## config.mk

```make
export PLATFORM = sky130hd
export DESIGN_NAME = pixel_stream_gen
export DESIGN_NICKNAME = d
export VERILOG_FILES = /design/src/rtl/pixel_stream_gen.sv
export SDC_FILE = /design/constraint.sdc
export NUM_CORES = 1
export LEC_CHECK = 0
export CAP_MARGIN = 0
export CORE_MARGIN = 2
export CORE_UTILIZATION = 53
export DETAILED_ROUTE_END_ITERATION = 10
export PLACE_DENSITY_LB_ADDON = 0.3
export SLEW_MARGIN = 20
export SYNTH_ARGS = -nofsm -noshare
export SYNTH_HDL_FRONTEND = slang
export SYNTH_SLANG_ARGS = --single-unit
```

## constraint.sdc

```tcl
create_clock -name clk -period 9 [get_ports clk]
set_input_delay 2.7 -clock clk [delete_from_list [all_inputs] [get_ports clk]]
set_output_delay 2.7 -clock clk [all_outputs]
set_load 0.1 [all_outputs]
```

## src/rtl/pixel_stream_gen.sv

```systemverilog
// Streams one frame (header, pixel thumbnail, optional Fletcher-32 pair, padding)
// as byte-swapped 16-bit words over a valid/ready handshake.
module pixel_stream_gen (
  input  logic        clk,
  input  logic        rst_n,
  input  logic        start,
  input  logic [7:0]  cfg_header_words,
  input  logic [11:0] cfg_width,
  input  logic [11:0] cfg_height,
  input  logic        cfg_checksum_en,
  input  logic [15:0] cfg_padding_words,
  input  logic [15:0] cfg_pixel_initial,
  input  logic [15:0] cfg_pixel_delta,
  input  logic [3:0]  cfg_filter_period,
  input  logic [3:0]  cfg_filter_keep,
  output logic [15:0] dout,
  output logic        dout_valid,
  input  logic        dout_ready,
  output logic        busy,
  output logic        done
);
  typedef enum logic [2:0] {IDLE, HEADER, PIXELS, CKSUM0, CKSUM1, PAD, DONE} stateT;

  function automatic logic [15:0] byteSwap(input logic [15:0] v);
    return {v[7:0], v[15:8]};
  endfunction

  // Adds modulo 65535; acc is always kept in 0..65534 so one subtraction suffices.
  function automatic logic [15:0] fletcherAdd(input logic [15:0] acc, input logic [15:0] d);
    logic [16:0] s;
    s = {1'b0, acc} + {1'b0, d};
    if (s >= 17'd65535) s = s - 17'd65535;
    return s[15:0];
  endfunction

  stateT       state, nextSeg, afterHdr, afterPix, afterCk, firstSeg;
  logic [7:0]  hdrWords, hdrCnt;
  logic [11:0] width, height, col, row;
  logic        ckEn;
  logic [15:0] padWords, padCnt, delta, pixVal, rowBase, sumA, sumB;
  logic [3:0]  keepK, colGrp, rowGrp;
  logic [4:0]  grpMul;

  logic        isIdle, xfer, hdrNz, pixNz, ckNz, padNz, filtOn;
  logic        hdrLast, rowEnd, pixLast, padLast, colGrpEnd, rowGrpEnd, countable;
  logic [15:0] colStepGrp, wDelta, rowStepGrp, rowBaseNxt, pixValNxt;
  logic [15:0] aCur, bCur, aNew, bNew, nextHost;

  assign isIdle = (state == IDLE);
  assign xfer   = dout_valid && dout_ready;

  // In IDLE the segment decisions come straight from the cfg inputs so the
  // first word can be loaded on the start edge itself.
  assign hdrNz = isIdle ? (cfg_header_words != 8'd0) : (hdrWords != 8'd0);
  assign pixNz = isIdle ? (cfg_width != 12'd0 && cfg_height != 12'd0)
                        : (width != 12'd0 && height != 12'd0);
  assign ckNz  = isIdle ? cfg_checksum_en : ckEn;
  assign padNz = isIdle ? (cfg_padding_words != 16'd0) : (padWords != 16'd0);

  assign afterCk  = padNz ? PAD : DONE;
  assign afterPix = ckNz ? CKSUM0 : afterCk;
  assign afterHdr = pixNz ? PIXELS : afterPix;
  assign firstSeg = hdrNz ? HEADER : afterHdr;

  assign filtOn = (cfg_filter_period != 4'd0) && (cfg_filter_keep != 4'd0) &&
                  (cfg_filter_keep <= cfg_filter_period);

  assign hdrLast   = (hdrCnt == hdrWords - 8'd1);
  assign rowEnd    = (col == width - 12'd1);
  assign pixLast   = rowEnd && (row == height - 12'd1);
  assign padLast   = (padCnt == padWords - 16'd1);
  assign colGrpEnd = (colGrp == keepK - 4'd1);
  assign rowGrpEnd = (rowGrp == keepK - 4'd1);

  // The group step past the last column of a row lands exactly on the next
  // full-image row start, which yields W*delta without dividing by K.
  assign colStepGrp = {11'd0, grpMul} * delta;
  assign wDelta     = pixVal + colStepGrp - rowBase;
  assign rowStepGrp = {11'd0, grpMul} * wDelta;
  assign rowBaseNxt = rowBase + (rowGrpEnd ? rowStepGrp : wDelta);
  assign pixValNxt  = rowEnd ? rowBaseNxt : pixVal + (colGrpEnd ? colStepGrp : delta);

  assign countable = (state == HEADER) || (state == PIXELS);
  assign aCur = isIdle ? 16'd0 : sumA;
  assign bCur = isIdle ? 16'd0 : sumB;
  assign aNew = (xfer && countable) ? fletcherAdd(aCur, byteSwap(dout)) : aCur;
  assign bNew = (xfer && countable) ? fletcherAdd(bCur, aNew) : bCur;

  always_comb begin
    nextSeg = IDLE;
    case (state)
      IDLE:    nextSeg = firstSeg;
      HEADER:  nextSeg = hdrLast ? afterHdr : HEADER;
      PIXELS:  nextSeg = pixLast ? afterPix : PIXELS;
      CKSUM0:  nextSeg = CKSUM1;
      CKSUM1:  nextSeg = afterCk;
      PAD:     nextSeg = padLast ? DONE : PAD;
      default: nextSeg = IDLE;
    endcase
  end

  always_comb begin
    nextHost = 16'd0;
    case (nextSeg)
      HEADER:  nextHost = (state == HEADER) ? {8'd0, hdrCnt + 8'd1} : 16'd0;
      PIXELS:  nextHost = (state == PIXELS) ? pixValNxt : (isIdle ? cfg_pixel_initial : pixVal);
      CKSUM0:  nextHost = aNew;
      CKSUM1:  nextHost = bNew;
      default: nextHost = 16'd0;
    endcase
  end

  always_ff @(posedge clk) begin
    if (!rst_n) begin
      state <= IDLE;  dout <= 16'd0;  dout_valid <= 1'b0;  busy <= 1'b0;  done <= 1'b0;
      hdrWords <= 8'd0;  width <= 12'd0;  height <= 12'd0;  ckEn <= 1'b0;
      padWords <= 16'd0;  delta <= 16'd0;  keepK <= 4'd0;  grpMul <= 5'd0;
      hdrCnt <= 8'd0;  col <= 12'd0;  row <= 12'd0;  colGrp <= 4'd0;  rowGrp <= 4'd0;
      padCnt <= 16'd0;  pixVal <= 16'd0;  rowBase <= 16'd0;  sumA <= 16'd0;  sumB <= 16'd0;
    end else begin
      done <= 1'b0;
      if (isIdle) begin
        if (start) begin
          hdrWords <= cfg_header_words;  width <= cfg_width;  height <= cfg_height;
          ckEn <= cfg_checksum_en;  padWords <= cfg_padding_words;  delta <= cfg_pixel_delta;
          keepK  <= filtOn ? cfg_filter_keep : 4'd1;
          grpMul <= filtOn ? ({1'b0, cfg_filter_period} - {1'b0, cfg_filter_keep} + 5'd1) : 5'd1;
          hdrCnt <= 8'd0;  col <= 12'd0;  row <= 12'd0;  colGrp <= 4'd0;  rowGrp <= 4'd0;
          padCnt <= 16'd0;  pixVal <= cfg_pixel_initial;  rowBase <= cfg_pixel_initial;
          sumA <= 16'd0;  sumB <= 16'd0;
          busy <= 1'b1;
          state <= nextSeg;
          dout <= byteSwap(nextHost);
          dout_valid <= (nextSeg != DONE);
          done <= (nextSeg == DONE);
        end
      end else if (state == DONE) begin
        state <= IDLE;
        busy  <= 1'b0;
      end else if (xfer) begin
        sumA <= aNew;
        sumB <= bNew;
        case (state)
          HEADER: hdrCnt <= hdrCnt + 8'd1;
          PIXELS: begin
            pixVal <= pixValNxt;
            if (rowEnd) begin
              col <= 12'd0;  colGrp <= 4'd0;  row <= row + 12'd1;
              rowGrp <= rowGrpEnd ? 4'd0 : rowGrp + 4'd1;
              rowBase <= rowBaseNxt;
            end else begin
              col <= col + 12'd1;
              colGrp <= colGrpEnd ? 4'd0 : colGrp + 4'd1;
            end
          end
          PAD:     padCnt <= padCnt + 16'd1;
          default: ;
        endcase
        state <= nextSeg;
        dout <= byteSwap(nextHost);
        dout_valid <= (nextSeg != DONE);
        done <= (nextSeg == DONE);
      end
    end
  end
endmodule

```

==> results, run 1 <==
- The flow ran to the end, and the final reports show no timing, DRC or antenna violations.
- The number of max-slew violations in the final report is 0.
- In this run, post-CTS hold repair placed 0 buffers.
- For the final database, setup skew stands at 31.5 ps.
- The mean number of vias per cell is 6.00.
- Synthesis produced a netlist with a net count of 3,006.
- The largest voltage drop on the vdd net is 0.219 mV.
- After detailed routing, the met2 layer carries 30,000 um of wire.
- The hold violation count in the final report came to 0.
- The Yosys warning count is 0.
- The number of max-cap violations is 0.
- By count the netlist is led by nand2_1, nor2_1, dfxtp_1, a21oi_1, inv_1.
- The post-synthesis instance total is 2,680.
- The highest metal layer used by the detailed router is met4.
- The number of synthesized register bits is 216.
- The tightest hold path in the finished design has a slack of 450 ps.
- The share of layout cells above drive strength 1 is 0.124.
- For this block, the routed nets add up to 62,500 um of wire.
- Dividing the synthesized area by the synthesized cell count gives 7.68 um^2.
- The data arrival time of the worst path is 9410 ps.
- Counting flops with a built-in enable in the synthesized netlist gives 0.
- The post-synthesis instance area is 20,600 um^2.
- STA puts the critical path data required time at 9430 ps.
- The worst path meets setup with 18.4 ps of slack.
- The worst max-slew margin expressed relative to the limit is 0.340.
- The wire length on met1 is 26,200 um.
- In the final routed layout, each cell accounts on average for 18.5 um.
- The level count of the clock H-tree is 1.
- The congestion estimate from routability-driven global placement came to 0.960.
- After the last flow step, the layout net total stands at 3,160.
- The delay of the slowest critical-path stage is 530 ps.
- The library cell with the highest instance count after synthesis is nand2_1.
- In this run, the number of DRC markers left after iteration 0 of detailed routing was 1,502.
- Summed over all cells, the static leakage comes to 10.3 nW.
- The pre-CTS setup slack is -431 ps.
- The number of standard-cell rows in the floorplan is 72.
- The share of the core filled with cells is 0.637.
- The detail route stage leaves a number of antenna-violating nets equal to 0.
- The sequential cell area in the final layout is 4340 um^2.
- The top cell type's share of synthesized area is 0.210.
- The overall routing resource usage is 0.300.
- The area overhead of the layout relative to synthesis is 19.1%.
- The post-route setup TNS is 0 ps.
- After synthesis, the share of flip-flops with an asynchronous set or reset is 0.
- The critical path is of the reg -> reg type.
- The clock drives 216 sinks.
- The maximum number of pins on one net before global-route repair is 70.
- The final critical path time including I/O delays and setup is 8980 ps.
- The slowest stage of the critical path is the fa_1 cell.
- The number of buffers inserted by port buffering is 111.
- The global route total overflow is 0.
- For this design the top-level I/O count stands at 112.
- The root buffer cell chosen for the clock tree is clkbuf_16.
- The initial antenna violation count is 1.
- The combined area of the multi-input logic cells is 15,900 um^2.
- In this run the deepest clock path goes through 3 buffers.
- The area of the placeable core is 38,500 um^2.
- The CTS tree is done.
- The slew of the pin with the lowest slew margin is 987 ps.
- The most used flip-flop cell after synthesis is dfxtp_1.
- The number of detailed-route iterations in the first pass is 6.
- The sequential share of the synthesized area is 0.210.
- The worst setup path is launched from a flop.
- The clock latency reported for the late side of the worst-skew pair is 570 ps.
- For this configuration, the core starts out at a cell density of 0.535.
- Clock-pin slew was measured on the worst setup and hold paths at 60 ps.
- Yosys attributes the largest share of cell area to dfxtp_1, fa_1, ha_1, nand2_1, xnor2_1.
- The floorplan die width is 201 um.
- In this run the worst path has a maximum fanout of 5.
- Setup violations remaining at the end of the flow were counted as 0.
- For this design the ratio of total power to cell area is 262 nW/um^2.
- Setup repair after global routing could not meet its margin everywhere.
- Among the stages of the critical path, the cell type that occurs most often is fa_1.
- The number of remaining DRC errors is 0.
- The worst setup path is captured at a flop.
- The floorplan step defined a die boundary enclosing 40,400 um^2.
- Detailed routing placed a total of 3700 um of wire on met3.
- The path class of the tightest hold or removal check is reg -> reg.
- The height of the chip is 201 um.
- The via count of the first global-routing pass came to 19,600.
- Dividing the final minimum period by the clock period gives 0.998.
- For this run, the top clock speed supported by timing is 111 MHz.
- The placed wire-length estimate after detailed placement is 47,800 um.
- The total vias in the final route is 20,200.
- Of all cell types, the one taking the most synthesized area is dfxtp_1.
- Yosys mapped the design onto 85 distinct sky130hd cell types.
- The number of filler cells placed in the layout is 3,322.
- The total clock buffers created by CTS is 26.
- The wire length of the first global-routing pass is 101,000 um.
==> repair_timing <==
| item | CTS | global route |
|---|---|---|
| endpoints found under the hold margin | 0 | 0 |
| setup buffers | 5 | 3 |
| resized for setup | 57 | 77 |
| pin swaps | 45 | 41 |
| endpoints found under the setup margin | 11 | 30 |
==> kinds of logic (layout without fill, tap and decap cells) <==
kind of cell,after synthesis,count (layout),share of synthesized area
buffers and inverters,275,449,0.0512
adders and majority gates,233,233,0.174
xor gates and xnor gates,218,218,0.0955
and+or+nand+nor,1060,1060,0.247
DFF,216,216,0.210
AOI/OAI and AO/OA,636,636,0.200
muxes,42,42,0.0215
other,0,2,0
==> final cells by class <==
type,instances,area share
antenna,2,0.000204
clock buffer,33,0.0301
clock inverter,15,0.00643
inverter,151,0.0232
multi-input combinational,2189,0.648
sequential,216,0.177
tap,518,0.0264
timing repair buffer,250,0.0882
==> final timing paths <==
check / slack, ps / cells after the start / startpoint / end
hold reg to reg: 450 / 2 / sumB[4] / sumB[4]
setup / recovery: 20 / 38 / grpMul[3] / dout[7]
setup reg to reg: 20 / 38 / grpMul[3] / dout[7]
hold / removal: 450 / 2 / sumB[4] / sumB[4]
==> layer usage <==
metal  vias to the layer above  global-route usage
li1                       9658                   -
met1                      9727               0.390
met2                       704               0.516
met3                       154              0.0278
met4                         0               0.118
met5                         -                   0
==> flip-flops by register name (all words and copies together) (netlist names), 4 cells and up <==
signal    cells
dout         16
padCnt       16
delta        16
pixVal       16
rowBase      16
hdrWords      8
rowGrp        4
colGrp        4
sumB         16
row          12
col          12
height       12
sumA         16
keepK         4
hdrCnt        8
grpMul        5
padWords     16
width        12
==> critical path: cells and delay by family (launching register included) <==
family                   cells  cell delay [ps]
XOR/XNOR                     4              620
AND/OR/NAND/NOR              8             1460
flip-flops                   1              370
AO/OA/AOI/OAI               11             1740
buffers and inverters        4              220
adder cells (fa/ha/maj)     11             4460
==> report_power, final <==
group          switching [W]  leakage [nW]  internal [W]
logic                0.00227          8.13       0.00188
clock network       0.000454         0.452      0.000640
registers           0.000129          1.76       0.00104
==> through the flow <==
step / std cells / power [W] / instance area (um^2)
detailed placement: 3316 / 0.00486 / 23000
global route: 3373 / 0.00686 / 24500
finish: 3374 / 0.00642 / 24500
floorplan: 2680 / 0.00353 / 20700
CTS: 3369 / 0.00615 / 24100
global placement: 3316 / 0.00474 / 23000
==> placed cells by master, fill, tap and decap left out, types with 11 or more instances in the layout <==
master | netlist | final
clkdlybuf4s50_1 | 0 | 111
buf_4 | 1 | 137
xor2_1 | 95 | 93
a21o_1 | 38 | 38
o21ai_0 | 139 | 118
nor2b_1 | 20 | 20
ha_4 | 0 | 13
nand3_1 | 49 | 48
mux2_2 | 18 | 18
clkbuf_16 | 0 | 26
nor2_1 | 224 | 218
and2_1 | 138 | 135
mux2i_1 | 24 | 22
xnor2_1 | 119 | 103
inv_1 | 148 | 141
a31oi_1 | 30 | 28
nand2b_1 | 23 | 23
or3_1 | 22 | 22
a211oi_1 | 25 | 20
fa_1 | 90 | 88
ha_1 | 143 | 128
or2_2 | 14 | 14
nand4_1 | 22 | 22
dfxtp_1 | 216 | 211
o31ai_1 | 13 | 11
a22oi_1 | 16 | 16
o21ai_1 | 3 | 16
xnor2_2 | 0 | 14
o21bai_1 | 16 | 15
nor4_1 | 32 | 29
o211ai_1 | 19 | 19
nor3_1 | 57 | 53
and3_1 | 31 | 29
a311oi_1 | 17 | 16
o21a_1 | 18 | 18
a22o_1 | 17 | 17
a21oi_1 | 190 | 180
nand2_1 | 377 | 373
(Power assumes the default switching activity.)
==> inputs of run 2 (changes only) <==
--- a/config.mk
+++ b/config.mk
@@ -9,6 +9,7 @@
 export CORE_MARGIN = 2
 export CORE_UTILIZATION = 53
 export DETAILED_ROUTE_END_ITERATION = 10
+export HOLD_SLACK_MARGIN = 0.12
 export PLACE_DENSITY_LB_ADDON = 0.3
 export SLEW_MARGIN = 20
 export SYNTH_ARGS = -nofsm -noshare
==> results of run 2 <==
The final DEF is identical to that of run 1; final timing and power are the same.
